`config.mk`:
```
export PLATFORM = sky130hd
export DESIGN_NAME = mem_read_arbiter
export DESIGN_NICKNAME = d
export VERILOG_FILES = /design/src/rtl/mem_read_arbiter_pkg.sv /design/src/rtl/mem_read_arbiter_rr_pick.sv /design/src/rtl/mem_read_arbiter.sv
export SDC_FILE = /design/constraint.sdc
export NUM_CORES = 1
export LEC_CHECK = 0
export ABC_AREA = 1
export BUFFER_PORTS_ARGS = -buffer_cell sky130_fd_sc_hd__clkbuf_2
export CELL_PAD_IN_SITES_DETAIL_PLACEMENT = 1
export CELL_PAD_IN_SITES_GLOBAL_PLACEMENT = 2
export CORE_ASPECT_RATIO = 1.2
export CORE_UTILIZATION = 16
export CTS_CLUSTER_SIZE = 16
export DETAILED_ROUTE_END_ITERATION = 6
export PLACE_DENSITY_LB_ADDON = 0.1
export SLEW_MARGIN = 0
export SYNTH_ARGS = -nofsm -noshare
export SYNTH_HDL_FRONTEND = slang
export SYNTH_SLANG_ARGS = --single-unit
```
`constraint.sdc`:
```
create_clock -name clk -period 1.2 [get_ports clk]
set_input_delay 0.18 -clock clk [delete_from_list [all_inputs] [get_ports clk]]
set_output_delay 0.18 -clock clk [all_outputs]
set_load 0.01 [all_outputs]
```
`src/rtl/mem_read_arbiter_pkg.sv`:
```
// Shared encodings for the I/D cache read-miss arbiter: FSM states and requester ids.
package mem_read_arbiter_pkg;

    localparam logic [1:0] ST_IDLE  = 2'd0;
    localparam logic [1:0] ST_ADDR  = 2'd1;
    localparam logic [1:0] ST_DATA  = 2'd2;
    localparam logic [1:0] ST_DRAIN = 2'd3;

    localparam logic ID_I = 1'b0;
    localparam logic ID_D = 1'b1;

endpackage

```
`src/rtl/mem_read_arbiter_rr_pick.sv`:
```
// Two-way requester pick with a priority pointer; only built when ARB_ROUND_ROBIN_EN is defined.
`ifdef ARB_ROUND_ROBIN_EN
module arb_rr_pick
    import mem_read_arbiter_pkg::*;
(
    input  logic req_i,
    input  logic req_d,
    input  logic ptr,
    output logic pick_c,
    output logic valid_c
);

    assign valid_c = req_i | req_d;

    // Pointer only matters on a tie; a lone requester always wins.
    always_comb begin
        pick_c = ID_D;
        if (req_i && req_d) begin
            pick_c = ptr;
        end else if (req_i) begin
            pick_c = ID_I;
        end
    end

endmodule
`endif

```
`src/rtl/mem_read_arbiter.sv`:
```
// Arbitrates I-cache and D-cache read misses onto one AXI-style read channel, one burst at a time.
// ARB_ROUND_ROBIN_EN: alternate the winner on ties instead of fixed D-over-I priority.
module mem_read_arbiter
    import mem_read_arbiter_pkg::*;
#(
    parameter int unsigned ADDR_W = 32,
    parameter int unsigned DATA_W = 32,
    parameter int unsigned LEN_W  = 8
) (
    input  logic              clk,
    input  logic              resetn,
    input  logic              ic_req,
    input  logic [ADDR_W-1:0] ic_addr,
    input  logic [LEN_W-1:0]  ic_len,
    input  logic              ic_cancel,
    output logic              ic_gnt,
    output logic              ic_rvalid,
    output logic              ic_rlast,
    output logic [DATA_W-1:0] ic_rdata,
    input  logic              dc_req,
    input  logic [ADDR_W-1:0] dc_addr,
    input  logic [LEN_W-1:0]  dc_len,
    output logic              dc_gnt,
    output logic              dc_rvalid,
    output logic              dc_rlast,
    output logic [DATA_W-1:0] dc_rdata,
    output logic              ar_valid,
    output logic [ADDR_W-1:0] ar_addr,
    output logic [LEN_W-1:0]  ar_len,
    output logic              ar_id,
    input  logic              ar_ready,
    input  logic              r_valid,
    input  logic [DATA_W-1:0] r_data,
    input  logic              r_last,
    input  logic              r_id,
    output logic              r_ready
);

    logic [1:0]        state_q, state_d;
    logic [ADDR_W-1:0] addr_q, addr_d;
    logic [LEN_W-1:0]  len_q, len_d;
    logic              id_q, id_d;
    logic              cxl_q, cxl_d;
    logic              ic_ok_c, any_req_c, win_id_c;
    logic              cancel_c, beat_ok_c, fwd_c;

    assign ic_ok_c   = ic_req & ~ic_cancel;
    assign cancel_c  = (id_q == ID_I) & (ic_cancel | cxl_q);
    assign beat_ok_c = r_valid & (r_id == id_q);

`ifdef ARB_ROUND_ROBIN_EN
    logic ptr_q, ptr_d;

    arb_rr_pick u_pick (
        .req_i  (ic_ok_c),
        .req_d  (dc_req),
        .ptr    (ptr_q),
        .pick_c (win_id_c),
        .valid_c(any_req_c)
    );

    // Hand priority to the other requester once a burst finishes or drains.
    always_comb begin
        ptr_d = ptr_q;
        if (state_d == ST_IDLE && (state_q == ST_DATA || state_q == ST_DRAIN)) begin
            ptr_d = ~id_q;
        end
    end

    always_ff @(posedge clk or negedge resetn) begin
        if (!resetn) begin
            ptr_q <= ID_D;
        end else begin
            ptr_q <= ptr_d;
        end
    end
`else
    assign any_req_c = ic_ok_c | dc_req;
    assign win_id_c  = dc_req ? ID_D : ID_I;
`endif

    always_ff @(posedge clk or negedge resetn) begin
        if (!resetn) begin
            state_q <= ST_IDLE;
            addr_q  <= '0;
            len_q   <= '0;
            id_q    <= ID_I;
            cxl_q   <= 1'b0;
        end else begin
            state_q <= state_d;
            addr_q  <= addr_d;
            len_q   <= len_d;
            id_q    <= id_d;
            cxl_q   <= cxl_d;
        end
    end

    // cxl_q remembers an I flush seen while the address is still waiting for ar_ready.
    always_comb begin
        state_d  = state_q;
        addr_d   = addr_q;
        len_d    = len_q;
        id_d     = id_q;
        cxl_d    = cxl_q;
        ar_valid = 1'b0;
        r_ready  = 1'b0;
        ic_gnt   = 1'b0;
        dc_gnt   = 1'b0;
        fwd_c    = 1'b0;
        case (state_q)
            ST_IDLE: begin
                cxl_d = 1'b0;
                if (any_req_c) begin
                    id_d    = win_id_c;
                    addr_d  = (win_id_c == ID_D) ? dc_addr : ic_addr;
                    len_d   = (win_id_c == ID_D) ? dc_len : ic_len;
                    state_d = ST_ADDR;
                end
            end
            ST_ADDR: begin
                ar_valid = 1'b1;
                if (id_q == ID_I && ic_cancel) begin
                    cxl_d = 1'b1;
                end
                if (ar_ready) begin
                    if (cancel_c) begin
                        state_d = ST_DRAIN;
                    end else begin
                        ic_gnt  = (id_q == ID_I);
                        dc_gnt  = (id_q == ID_D);
                        state_d = ST_DATA;
                    end
                end
            end
            ST_DATA: begin
                r_ready = 1'b1;
                fwd_c   = beat_ok_c & ~cancel_c;
                if (beat_ok_c && r_last) begin
                    state_d = ST_IDLE;
                end else if (cancel_c) begin
                    state_d = ST_DRAIN;
                end
            end
            default: begin
                r_ready = 1'b1;
                if (r_valid && r_last) begin
                    state_d = ST_IDLE;
                end
            end
        endcase
    end

    assign ic_rvalid = fwd_c & (id_q == ID_I);
    assign dc_rvalid = fwd_c & (id_q == ID_D);
    assign ic_rlast  = ic_rvalid & r_last;
    assign dc_rlast  = dc_rvalid & r_last;
    assign ic_rdata  = ic_rvalid ? r_data : '0;
    assign dc_rdata  = dc_rvalid ? r_data : '0;

    assign ar_addr = addr_q;
    assign ar_len  = len_q;
    assign ar_id   = id_q;

endmodule

```
# --- Yosys cells after proc, flatten, opt, wreduce, memory -nomap -nowiden ---
# Cells that the tools add are included.
totals:
  output_inout_bits: 113
  elab_cells: 58
  regBits: 44
  in_bits: 121
op_classes:
  eq_ne: 7
  reduce_logical: 10
  mux: 23
  n_bitwise: 13
op_table:
  columns: ["cell", "n"]
  rows:
  - ["$mux W32", 3]
  - ["$mux W1", 12]
  - ["$mux W2", 5]
  - ["$and A1 B1 Y1", 8]
  - ["$mux W8", 1]
  - ["$ne A2 B2 Y1 const B", 3]
  - ["$pmux W2 S3", 1]
  - ["$reduce_and A2 Y1", 2]
  - ["$reduce_and A4 Y1", 1]
  - ["$reduce_bool A4 Y1", 1]
  - ["$logic_and A1 B1 Y1", 3]
  - ["$ne A3 B3 Y1 const B", 1]
  - ["$not A1 Y1", 3]
  - ["$eq A2 B1 Y1 const B", 1]
  - ["$eq A2 B2 Y1 const B", 1]
  - ["$logic_not A2 Y1", 1]
  - ["$or A1 B1 Y1", 2]
  - ["$pmux W1 S2", 1]
  - ["$reduce_bool A2 Y1", 1]
  - ["$reduce_or A2 Y1", 1]
  - ["$eq A1 B1 Y1", 1]

# --- Longest topological paths before layout ---
# Gate-level depths: netlist of run 1.
logic_depth:
  ltp_word: 7
  mapped_depth: 8
  depth_no_buf: 8

# --- Worst setup path before layout of run 1 ---
# Ideal clock, no wire load.
synth_timing:
  path_type: "reg2out"
  startpoint: "register id_q, in the netlist ar_id"
  endpoint: "output port ic_rdata[10]"
  required_ps: 1020
  n_path_buf: 1
  slack_ps: -88
  arrival_ps: 1108
  path_stages_with_launch: 6
  cell_sequence: "dfrtp_1 nor2_2 nor2_4 nand4_4 buf_6 nor2_2"
synth_via:
  elab_chain_cells: 7
  elab_cells_between_ends: 9
  cone_classes: "eq/ne: 1; mux: 2; bitwise: 6"
synth_rtl:
  columns: ["element", "line_no", "text"]
  rows:
  - ["start, declared", "mem_read_arbiter.sv:42", "logic id_q, id_d;"]
  - ["start signal, assigned", "mem_read_arbiter.sv:93", "id_q <= id_d;"]
  - ["$not A1 Y1", "mem_read_arbiter.sv:48, mem_read_arbiter.sv:153", null]
  - ["$and A1 B1 Y1", "mem_read_arbiter.sv:48", "assign cancel_c = (id_q == ID_I) & (ic_cancel | cxl_q);"]
  - ["$not A1 Y1", "mem_read_arbiter.sv:137", "fwd_c = beat_ok_c & ~cancel_c;"]
  - ["$and A1 B1 Y1", "mem_read_arbiter.sv:137", null]
  - ["$mux W1", "mem_read_arbiter.sv:110", "case (state_q)"]
  - ["$and A1 B1 Y1 (*)", "mem_read_arbiter.sv:153", "assign ic_rvalid = fwd_c & (id_q == ID_I);"]
  - ["$mux W32 (*)", "mem_read_arbiter.sv:157", "assign ic_rdata = ic_rvalid ? r_data : '0;"]
  - ["end, declared", "mem_read_arbiter.sv:19", "output logic [DATA_W-1:0] ic_rdata,"]
# Mark *: on every way between the ends. The rest lies on a longest branch, timed or not.

# --- Worst setup path in the final report of run 1 ---
layout_timing:
  startpoint: "register cxl_q"
  endpoint: "output port ic_rdata[15]"
layout_via:
  elab_chain_cells: 7
layout_rtl:
  columns: ["element", "line_no", "text"]
  rows:
  - ["start, declared", "mem_read_arbiter.sv:43", "logic cxl_q, cxl_d;"]
  - ["start signal, assigned", "mem_read_arbiter.sv:94", "cxl_q <= cxl_d;"]
  - ["$or A1 B1 Y1", "mem_read_arbiter.sv:48", null]
  - ["$and A1 B1 Y1", "mem_read_arbiter.sv:48", null]
  - ["$not A1 Y1", "mem_read_arbiter.sv:137", null]
  - ["$and A1 B1 Y1", "mem_read_arbiter.sv:137", null]
  - ["$mux W1", "mem_read_arbiter.sv:110", null]
  - ["$and A1 B1 Y1", "mem_read_arbiter.sv:153", null]
  - ["$mux W32", "mem_read_arbiter.sv:157", null]
# Every way passes these cells.

==> results.md, run 1 <==
* Mapped Area at 2694 µm²
* Total die area at 17,360 µm²
* Actual slew at the worst max-slew pin at 0.3616 ns
* Critical path required time at 1.02 ns
* Final Cycle Share at 145.2%
* WP data arrival at 1.56 ns
* Hold wc startpoint: dc_len[6]
* RSZ-0062 raised after global routing: true
* CTS buffer count at 5
* Die height at 144.1 µm
* Static leakage at 2.788 nW
* DR vias at 3,437
* First-pass GRT wire length at 18.28 mm
* IO Count at 234
* Worst Reg-to-Reg Cells at 11
* Worst-Skew Late Latency at 0.29 ns
* Largest net degree at the start of global routing at 45
* Layout area overhead at 89.50%
* # fillers at 2,045
* Root Driver: clkbuf_16
* Synth unique cells at 20
* Peak fanout along the critical path at 34
* Max Fclk at 0.5739 GHz
* Final global-route overflow total at 0
* Vias in the first global route at 3,579
* Register area share after synthesis at 40.87%
* Hold Vio Cnt, Final at 0
* First-pass iteration count of the detailed router at 4
* Yosys warnings at 0
* DRC at 0
* Final net count at 768
* Most numerous cell in the Yosys netlist: nand2_1
* Pins over their slew limit at 0
* Yosys reg bits at 44
* Dominant cell type by area after synthesis: dfrtp_1
* Clock Path Buffers at 2
* Hpwl dp at 8.961 mm
* CTS tree: yes
* Diode count at 0
* Synth area leaders: dfrtp_1 41%, nand2_1 13%, nor2_1 11%
* Max_cap viols at 0
* Worst Skew at 0.007495 ns
* Number of synthesized flops with an enable pin at 0
* Top-area cell type share of the netlist area at 40.87%
* Worst slack, placed at -0.2478 ns
* H-tree Lvls at 2
* Synth cell count leaders: 92 x nand2_1, 82 x nor2_1, 44 x dfrtp_1, 44 x inv_1, 40 x a31oi_1
* VDD IR-drop max at 0.0006980 V
* 1st-iter DRT viols at 42
* Setup Viol. Count Final at 116
* Mean area per synthesized cell at 7.089 µm²
* Remaining antenna violation count at 0
* Most common flop cell mapped by yosys: dfrtp_1
* Total Routing Usage GR at 13.34%
* Hold Crit Depth at 3
* Syn_nets at 501
* Vias/cell at 3.997
* Setup CP Type: flip-flop to output port
* Fin Hold WS at 0.1248 ns
* Share of cells above drive strength 1 at 58.64%
* Post-Syn Instances at 380
* Startpoint types: flip-flop
* WHS Endpoint: ar_len[6]
* Initial core utilization at 16.49%
* Worst Setup End Kind: output port
* Routed len/inst at 14.08 µm
* Crit. Startpoint: cxl_q
* Total Wirelength at 12.11 mm
* Tmin final at 1.742 ns
* Rows at 51
* R2r setup slk at -0.33 ns
* Port Buf Inserts at 233
* Launch point of the worst reg-to-reg path: state_q[1]
* PwrDens at 1945 nW/µm²
* Status: complete, but fails checks
* RR Endpoint: ar_addr[25]
* Rel. slew slack at 75.89%
* CTS clk-pin slew, worst paths at 0.07 ns
* Failing checks: negative setup slack
* Initial antenna violation count at 0
* Sink Count at 44
* Total core area at 16,340 µm²
* Hold Crit Class: input port to flip-flop
* Worst setup margin at -0.5424 ns
* Die extent in x at 120.5 µm
* Ys async rst share at 100.0%
* Gpl congestion at 0.7291
==> what timing repair did <==
item / 4_1_cts / 5_1_grt
resized for setup: 25 / 110
hold endpoints to repair: 44 / 0
pin swaps: 2 / 4
buffers inserted: 10 / 12
cloned: 4 / 4
setup endpoints to repair: 114 / 117
hold buffers: 1 / 0
==> stage by stage <==
stage          instance area [µm²]  instances  power [mW]  util (%)  TNS [ns]
2_1_floorplan                 2723        380       4.917         -    -2.875
3_3_place_gp                  4247        826       6.807     26.00    -14.59
3_5_place_dp                  4247        826       6.875     26.00    -17.47
4_1_cts                       4690        848       9.175     28.71    -45.61
5_1_grt                       5105        860       10.74     31.25    -57.47
6_report                      5105        860       9.930     31.25    -45.57
==> flip-flops by register name, summed over array words and instances (netlist names) <==
name	cells
ar_addr	32
ar_len	8
state_q	2
ar_id	1
cxl_q	1
==> metal layers <==
| layer | up-vias | global-route usage, % | wire (µm) |
|---|---|---|---|
| met1 | 1577 | 14.31 | 4737 |
| met2 | 155 | 26.19 | 6361 |
| met5 | - | 0 | 0 |
| met4 | 0 | 2.729 | 62 |
| met3 | 4 | 3.233 | 944 |
| li1 | 1701 | - | - |
==> worst max-delay path by stage <==
stage / endpoint / depth (start not counted)
2_1_floorplan: ic_rdata[10] / 6
3_3_place_gp: ic_rdata[15] / 7
3_5_place_dp: ic_rdata[15] / 7
4_1_cts: ic_rdata[15] / 7
5_1_grt: ic_rdata[15] / 7
6_report: ic_rdata[15] / 7
==> placed cells by master, fill, tap and decap left out, drive strengths merged <==
cell         count
clkbuf         182
nor2           113
buf            108
nand2           96
inv             49
dfrtp           44
a31oi           40
nand3            6
o21ai            3
nand4            2
nor3             1
clkinv           1
a32o             1
clkinvlp         1
dlygate4sd3      1
==> area by class of cell <==
class	count	area, µm²	area share, %
repair buffers	284	1882	36.86
multi-input cells	262	1505	29.49
flip-flops and latches	44	1102	21.59
well taps	212	265.3	5.196
inverters	50	200.2	3.922
clock buffers	7	142.6	2.794
clock inverters	1	7.507	0.1471
==> cell families (layout without fill, tap and decap cells) <==
kind of cell,count (synthesis),count (layout),share of synthesized area (%)
AO/OA/AOI/OAI,44,44,10.22
buffers and inverters,74,342,13.28
flip-flops,44,44,40.87
AND/OR/NAND/NOR,218,218,35.62
==> worst max-delay path, cell delays in order, from the launching register on <==
cell	delay (ns)
dfrtp_1	0.39
nor2_2	0.15
nor2_2	0.07
nor2_4	0.09
nand4_4	0.09
buf_12	0.20
nor2_2	0.12
clkbuf_2	0.14
==> power breakdown <==
group / switching, mW / total (mW) / internal [mW]
clock: 0.593 / 1.42 / 0.831
sequential: 0.482 / 2.73 / 2.24
combinational: 2.81 / 5.78 / 2.97
total: 3.88 / 9.93 / 6.05
Note: power is estimated with default switching activity, not from simulation.
==> inputs of run 2 (changes only) <==
--- a/config.mk
+++ b/config.mk
@@ -14,6 +14,7 @@
 export CTS_CLUSTER_SIZE = 16
 export DETAILED_ROUTE_END_ITERATION = 6
 export PLACE_DENSITY_LB_ADDON = 0.1
+export SKIP_CTS_REPAIR_TIMING = 1
 export SLEW_MARGIN = 0
 export SYNTH_ARGS = -nofsm -noshare
 export SYNTH_HDL_FRONTEND = slang
==> run 2 against run 1 <==
Effect of this change:
- the flow still finishes with violations (negative setup slack)
- flip-flop and latch count unchanged
- clock skew about the same
- power down 0.37%
- fmax about the same
- sequential share of layout area increased by 0.35 points
- setup slack better by 0.0010 ns
- combinational power is 3.6% lower
- critical path depth unchanged
- die area is the same
- sequential power increased by 6%
- hold slack got worse by 0.0029 ns
- non-clock buffer count decreased by 9
- critical path type unchanged
- largest cell class unchanged
==> results.md, run 2 (same netlist as run 1, synthesis figures left out) <==
* Highest metal used: met4
* First-pass GRT wire length at 17.31 mm
* Hpwl dp at 8.961 mm
* Setup CP Type: flip-flop to output port
* Total Power at 9.893 mW
* Critical path endpoint: ic_rdata[15]
* Worst slack, placed at -0.2478 ns
* Largest net degree at the start of global routing at 45
* Worst-Skew Late Latency at 0.29 ns
* Remaining antenna violation count at 0
* # fillers at 2,061
* Launch point of the worst reg-to-reg path: state_q[1]
* Diode count at 0
* Max_cap viols at 0
* Total die area at 17,360 µm²
* Initial core utilization at 16.49%
* Cell Count, Final, Fillers Out at 853
* Worst Skew at 0.007507 ns
* WP data arrival at 1.56 ns
* Final net count at 761
* Post-DP Area at 4247 µm²
* Setup Viol. Count Final at 114
* Final global-route overflow total at 0
* Peak fanout along the critical path at 34
* VDD IR-drop max at 0.0006370 V
* Die extent in x at 120.5 µm
* DR vias at 3,429
* Cells after DPL at 826
* Rel. slew slack at 76.26%
* Crit. Startpoint: cxl_q
* Sink Count at 44
* Initial antenna violation count at 0
* Startpoint types: flip-flop
* Final Cycle Share at 145.1%
* Pins over their slew limit at 0
* Final Cell Area at 5029 µm²
* CTS clk-pin slew, worst paths at 0.07 ns
* First-pass iteration count of the detailed router at 4
* PwrDens at 1967 nW/µm²
* Largest register FFs at 32
* Hold Vio Cnt, Final at 0
* Worst setup margin at -0.5414 ns
* Static leakage at 2.744 nW
* Most frequent cells in the layout: 169 x clkbuf_2, 86 x nand2_1, 69 x nor2_2, 60 x buf_2
* RSZ-0062 raised after global routing: true
* Most common library cell in the layout ignoring fill and taps: clkbuf_2
* WL met1 at 4.706 mm
* Routed len/inst at 14.20 µm
* Critical path required time at 1.02 ns
* 1st-iter DRT viols at 31
* CTS buffer count at 5
* H-tree Lvls at 2
* IO Count at 234
* CTS tree: yes
* Worst Reg-to-Reg Cells at 9
* Root Driver: clkbuf_16
* Total core area at 16,340 µm²
* Layout area overhead at 86.67%
* Max Fclk at 0.5742 GHz
* Status: complete, but fails checks
* Met2 WL at 6.374 mm
* Share of cells above drive strength 1 at 61.78%
* DRC at 0
* Clock Path Buffers at 2
* Vias in the first global route at 3,456
* Failing checks: negative setup slack
* Rows at 51
* Vias/cell at 4.020
* Routed wl met3 at 970 µm
* Tmin final at 1.741 ns
* Gpl congestion at 0.7291
* Die height at 144.1 µm
* Total Wirelength at 12.12 mm
* Actual slew at the worst max-slew pin at 0.3562 ns
* RR Endpoint: ar_addr[19]
* Total Routing Usage GR at 12.57%
* Hold Crit Class: input port to flip-flop
* Worst Setup End Kind: output port
* R2r setup slk at -0.21 ns
* Port Buf Inserts at 233
[run 2: how the worst min path moves through the flow]
stage          slack [ns]          end   startpoint  depth (start not counted)
4_1_cts             -0.12        cxl_q       resetn                          2
2_1_floorplan       -0.12   ar_addr[0]       resetn                          0
5_1_grt              0.13  ar_addr[14]  ic_addr[14]                          3
3_5_place_dp         0.19  ar_addr[12]       resetn                          2
3_3_place_gp         0.19  ar_addr[12]       resetn                          2
6_report             0.12    ar_len[6]    dc_len[6]                          3
[run 2: layout make-up]
type	instances	area (µm²)	area share, %
repair buffers	275	1747	34.74
multi-input cells	262	1516	30.16
flip-flops and latches	44	1104	21.95
well taps	212	265.3	5.275
inverters	50	219.0	4.354
clock buffers	7	142.6	2.837
repair inverters	2	27.53	0.5474
clock inverters	1	7.507	0.1493
[run 2: worst max-delay path: stages (launching register included)]
cell	delay, ns
dfrtp_1	0.39
nor2_2	0.15
nor2_2	0.07
nor2_4	0.09
nand4_4	0.09
buf_12	0.20
nor2_2	0.12
clkbuf_2	0.14
[run 2: metal layers]
metal / up-vias / global-route usage (%)
met5: - / 0
met4: 0 / 2.729
met3: 4 / 3.194
met2: 156 / 24.11
met1: 1575 / 13.77
li1: 1694 / -
[run 2: power by group]
group	switching, mW	internal (mW)	leakage (nW)
clock network	0.600	0.831	0.0701
logic	2.79	2.78	2.18
registers	0.641	2.25	0.492
[run 2: metrics by stage]
stage | TNS (ns) | hold WS [ns] | utilization, %
2_1_floorplan | -2.875 | -0.1156 | -
3_3_place_gp | -14.59 | 0.1934 | 26.00
3_5_place_dp | -17.47 | 0.1930 | 26.00
4_1_cts | -41.96 | -0.1219 | 26.91
5_1_grt | -49.86 | 0.1335 | 30.78
6_report | -39.44 | 0.1218 | 30.78
==> inputs of run 3 (changes only) <==
--- a/config.mk
+++ b/config.mk
@@ -9,7 +9,6 @@
 export BUFFER_PORTS_ARGS = -buffer_cell sky130_fd_sc_hd__clkbuf_2
 export CELL_PAD_IN_SITES_DETAIL_PLACEMENT = 1
 export CELL_PAD_IN_SITES_GLOBAL_PLACEMENT = 2
-export CORE_ASPECT_RATIO = 1.2
 export CORE_UTILIZATION = 16
 export CTS_CLUSTER_SIZE = 16
 export DETAILED_ROUTE_END_ITERATION = 6
==> run 3 against run 2 <==
Effect of this change:
- the run still ends with negative setup slack left
- via count is 0.79% lower
- setup slack gained 0.032 ns
- wire length up 1.4%
- clock-buffer cell count fell by 2
- register-to-register slack better by 0.02 ns
- first-iteration DRC count rose by 68%
- cell area down 1.5%
- utilization down 0.82 points
- fmax increased by 1.9%
- clock power rose by 12%
- sequential power shrank 6%
- hold slack improved by 0.0036 ns
==> results.md, run 3 (same netlist as run 1, synthesis figures left out) <==
* Final Cycle Share at 142.4%
* CTS buffer count at 5
* Hold Vio Cnt, Final at 0
* Startpoint types: flip-flop
* Root Driver: clkbuf_16
* CTS clk-pin slew, worst paths at 0.07 ns
* First-pass GRT wire length at 17.95 mm
* Total core area at 16,520 µm²
* H-tree Lvls at 2
* RSZ-0062 raised after global routing: true
* Largest register FFs at 32
* Peak fanout along the critical path at 24
* Remaining antenna violation count at 0
* Die extent in x at 131.8 µm
* Worst-Skew Late Latency at 0.29 ns
* Failing checks: negative setup slack
* Routed len/inst at 14.32 µm
* Rel. slew slack at 82.44%
* Die height at 131.8 µm
* Setup CP Type: flip-flop to output port
* Port Buf Inserts at 233
* Total Wirelength at 12.29 mm
* Worst Skew at 0.004749 ns
* PwrDens at 1906 nW/µm²
* Critical path required time at 1.02 ns
* Sink Count at 44
* DR vias at 3,402
* IO Count at 234
* Worst setup margin at -0.5090 ns
* Gpl congestion at 0.7796
* DRC at 0
* Clock share of power at 16.9%
* Total die area at 17,360 µm²
* Clock Path Buffers at 2
* Tmin final at 1.709 ns
* Max Fclk at 0.5851 GHz
* Pins over their slew limit at 0
* Vias in the first global route at 3,416
* Hold Crit Class: input port to flip-flop
* WP data arrival at 1.53 ns
* Rows at 47
* Vias/cell at 3.965
* Share of cells above drive strength 1 at 56.36%
* Total Routing Usage GR at 12.90%
* Total Power at 9.436 mW
* Initial core utilization at 16.30%
* Layout area overhead at 83.79%
* CTS tree: yes
* Largest net degree at the start of global routing at 45
* First-pass iteration count of the detailed router at 4
* Actual slew at the worst max-slew pin at 0.2635 ns
* Worst Setup End Kind: output port
* VDD IR-drop max at 0.0005543 V
* Pint at 5.674 mW
* 1st-iter DRT viols at 52
* Sw Ratio at 39.87%
* Initial antenna violation count at 1
* Final global-route overflow total at 0
* Fin Hold WS at 0.1254 ns
* Setup Viol. Count Final at 116
* Static leakage at 2.727 nW
* Sequential Power Share at 28.7%
* Max_cap viols at 0
* Most frequent cells in the layout: 172 x clkbuf_2, 92 x nand2_1, 59 x nor2_1, 54 x buf_2, 47 x nor2_2
* # fillers at 2,054
* NetSw at 3.762 mW
* Most common library cell in the layout ignoring fill and taps: clkbuf_2
* Final net count at 757
* Gate power share at 54.4%
* Status: complete, but fails checks
* Hpwl dp at 8.773 mm
==> run 3: cell types whose count changed in the layout (fill, tap and decap cells not counted), sizes merged <==
cell	previous run	this run
bufinv	0	1
buf	98	93
diode	0	1
clkinv	2	4
inv	50	48
==> run 3: cell type report <==
cell class | instances | area [µm²] | area share, %
timing repair buffer | 272 | 1752 | 35.38
multi-input combinational | 262 | 1421 | 28.71
sequential | 44 | 1104 | 22.29
tap | 220 | 275.3 | 5.560
inverter | 50 | 212.7 | 4.296
clock buffer | 5 | 125.1 | 2.527
clock inverter | 3 | 42.54 | 0.8592
timing repair inverter | 1 | 16.27 | 0.3285
antenna | 1 | 2.502 | 0.05054
==> run 3: power by group through the flow <==
| stage | Sequential [mW] | Combinational [mW] | Clock, mW |
|---|---|---|---|
| CTS | 2.71 | 4.14 | 1.68 |
| detailed placement | 2.73 | 4.14 | 0 |
| finish | 2.71 | 5.13 | 1.60 |
| floorplan | 3.00 | 1.91 | 0 |
| global placement | 2.72 | 4.10 | 0 |
| global route | 2.83 | 5.67 | 1.71 |
==> run 3: path summary, 6_finish.rpt <==
kind	start	end	slack [ns]	cells after the start
min reg2reg	cxl_q	cxl_q	0.53	1
max reg2reg	state_q[1]	ar_addr[23]	-0.19	9
min	ic_addr[12]	ar_addr[12]	0.13	3
min in group asynchronous	resetn	ar_addr[5]	0.41	3
max	cxl_q	ic_rdata[31]	-0.51	7
max in group asynchronous	resetn	ar_id	0.55	3
==> run 3: per-layer routing <==
layer  vias up  global-route usage [%]  wire length (µm)
li1       1690                       -                 -
met1      1553                   15.01              5021
met2       149                   23.25              6262
met3        10                   3.460               843
met4         0                   3.295               158
met5         -                       0                 0
==> run 3: per-stage QoR <==
stage,utilization (%),cell area [µm²],setup TNS (ns),instances,worst slack (ns)
floorplan,-,2723,-2.875,380,-0.05617
global placement,25.83,4269,-12.10,834,-0.1819
detailed placement,25.83,4269,-13.81,834,-0.2153
CTS,26.85,4437,-37.57,842,-0.5400
global route,29.96,4951,-48.16,858,-0.5911
finish,29.96,4951,-37.52,858,-0.5090
==> run 3: worst max-delay path: stages (launching register included) <==
cell,delay [ns]
dfrtp_1,0.39
nor2_2,0.15
nor2_2,0.07
nor2_4,0.10
nand4_4,0.10
buf_12,0.19
nor2_1,0.10
buf_2,0.14
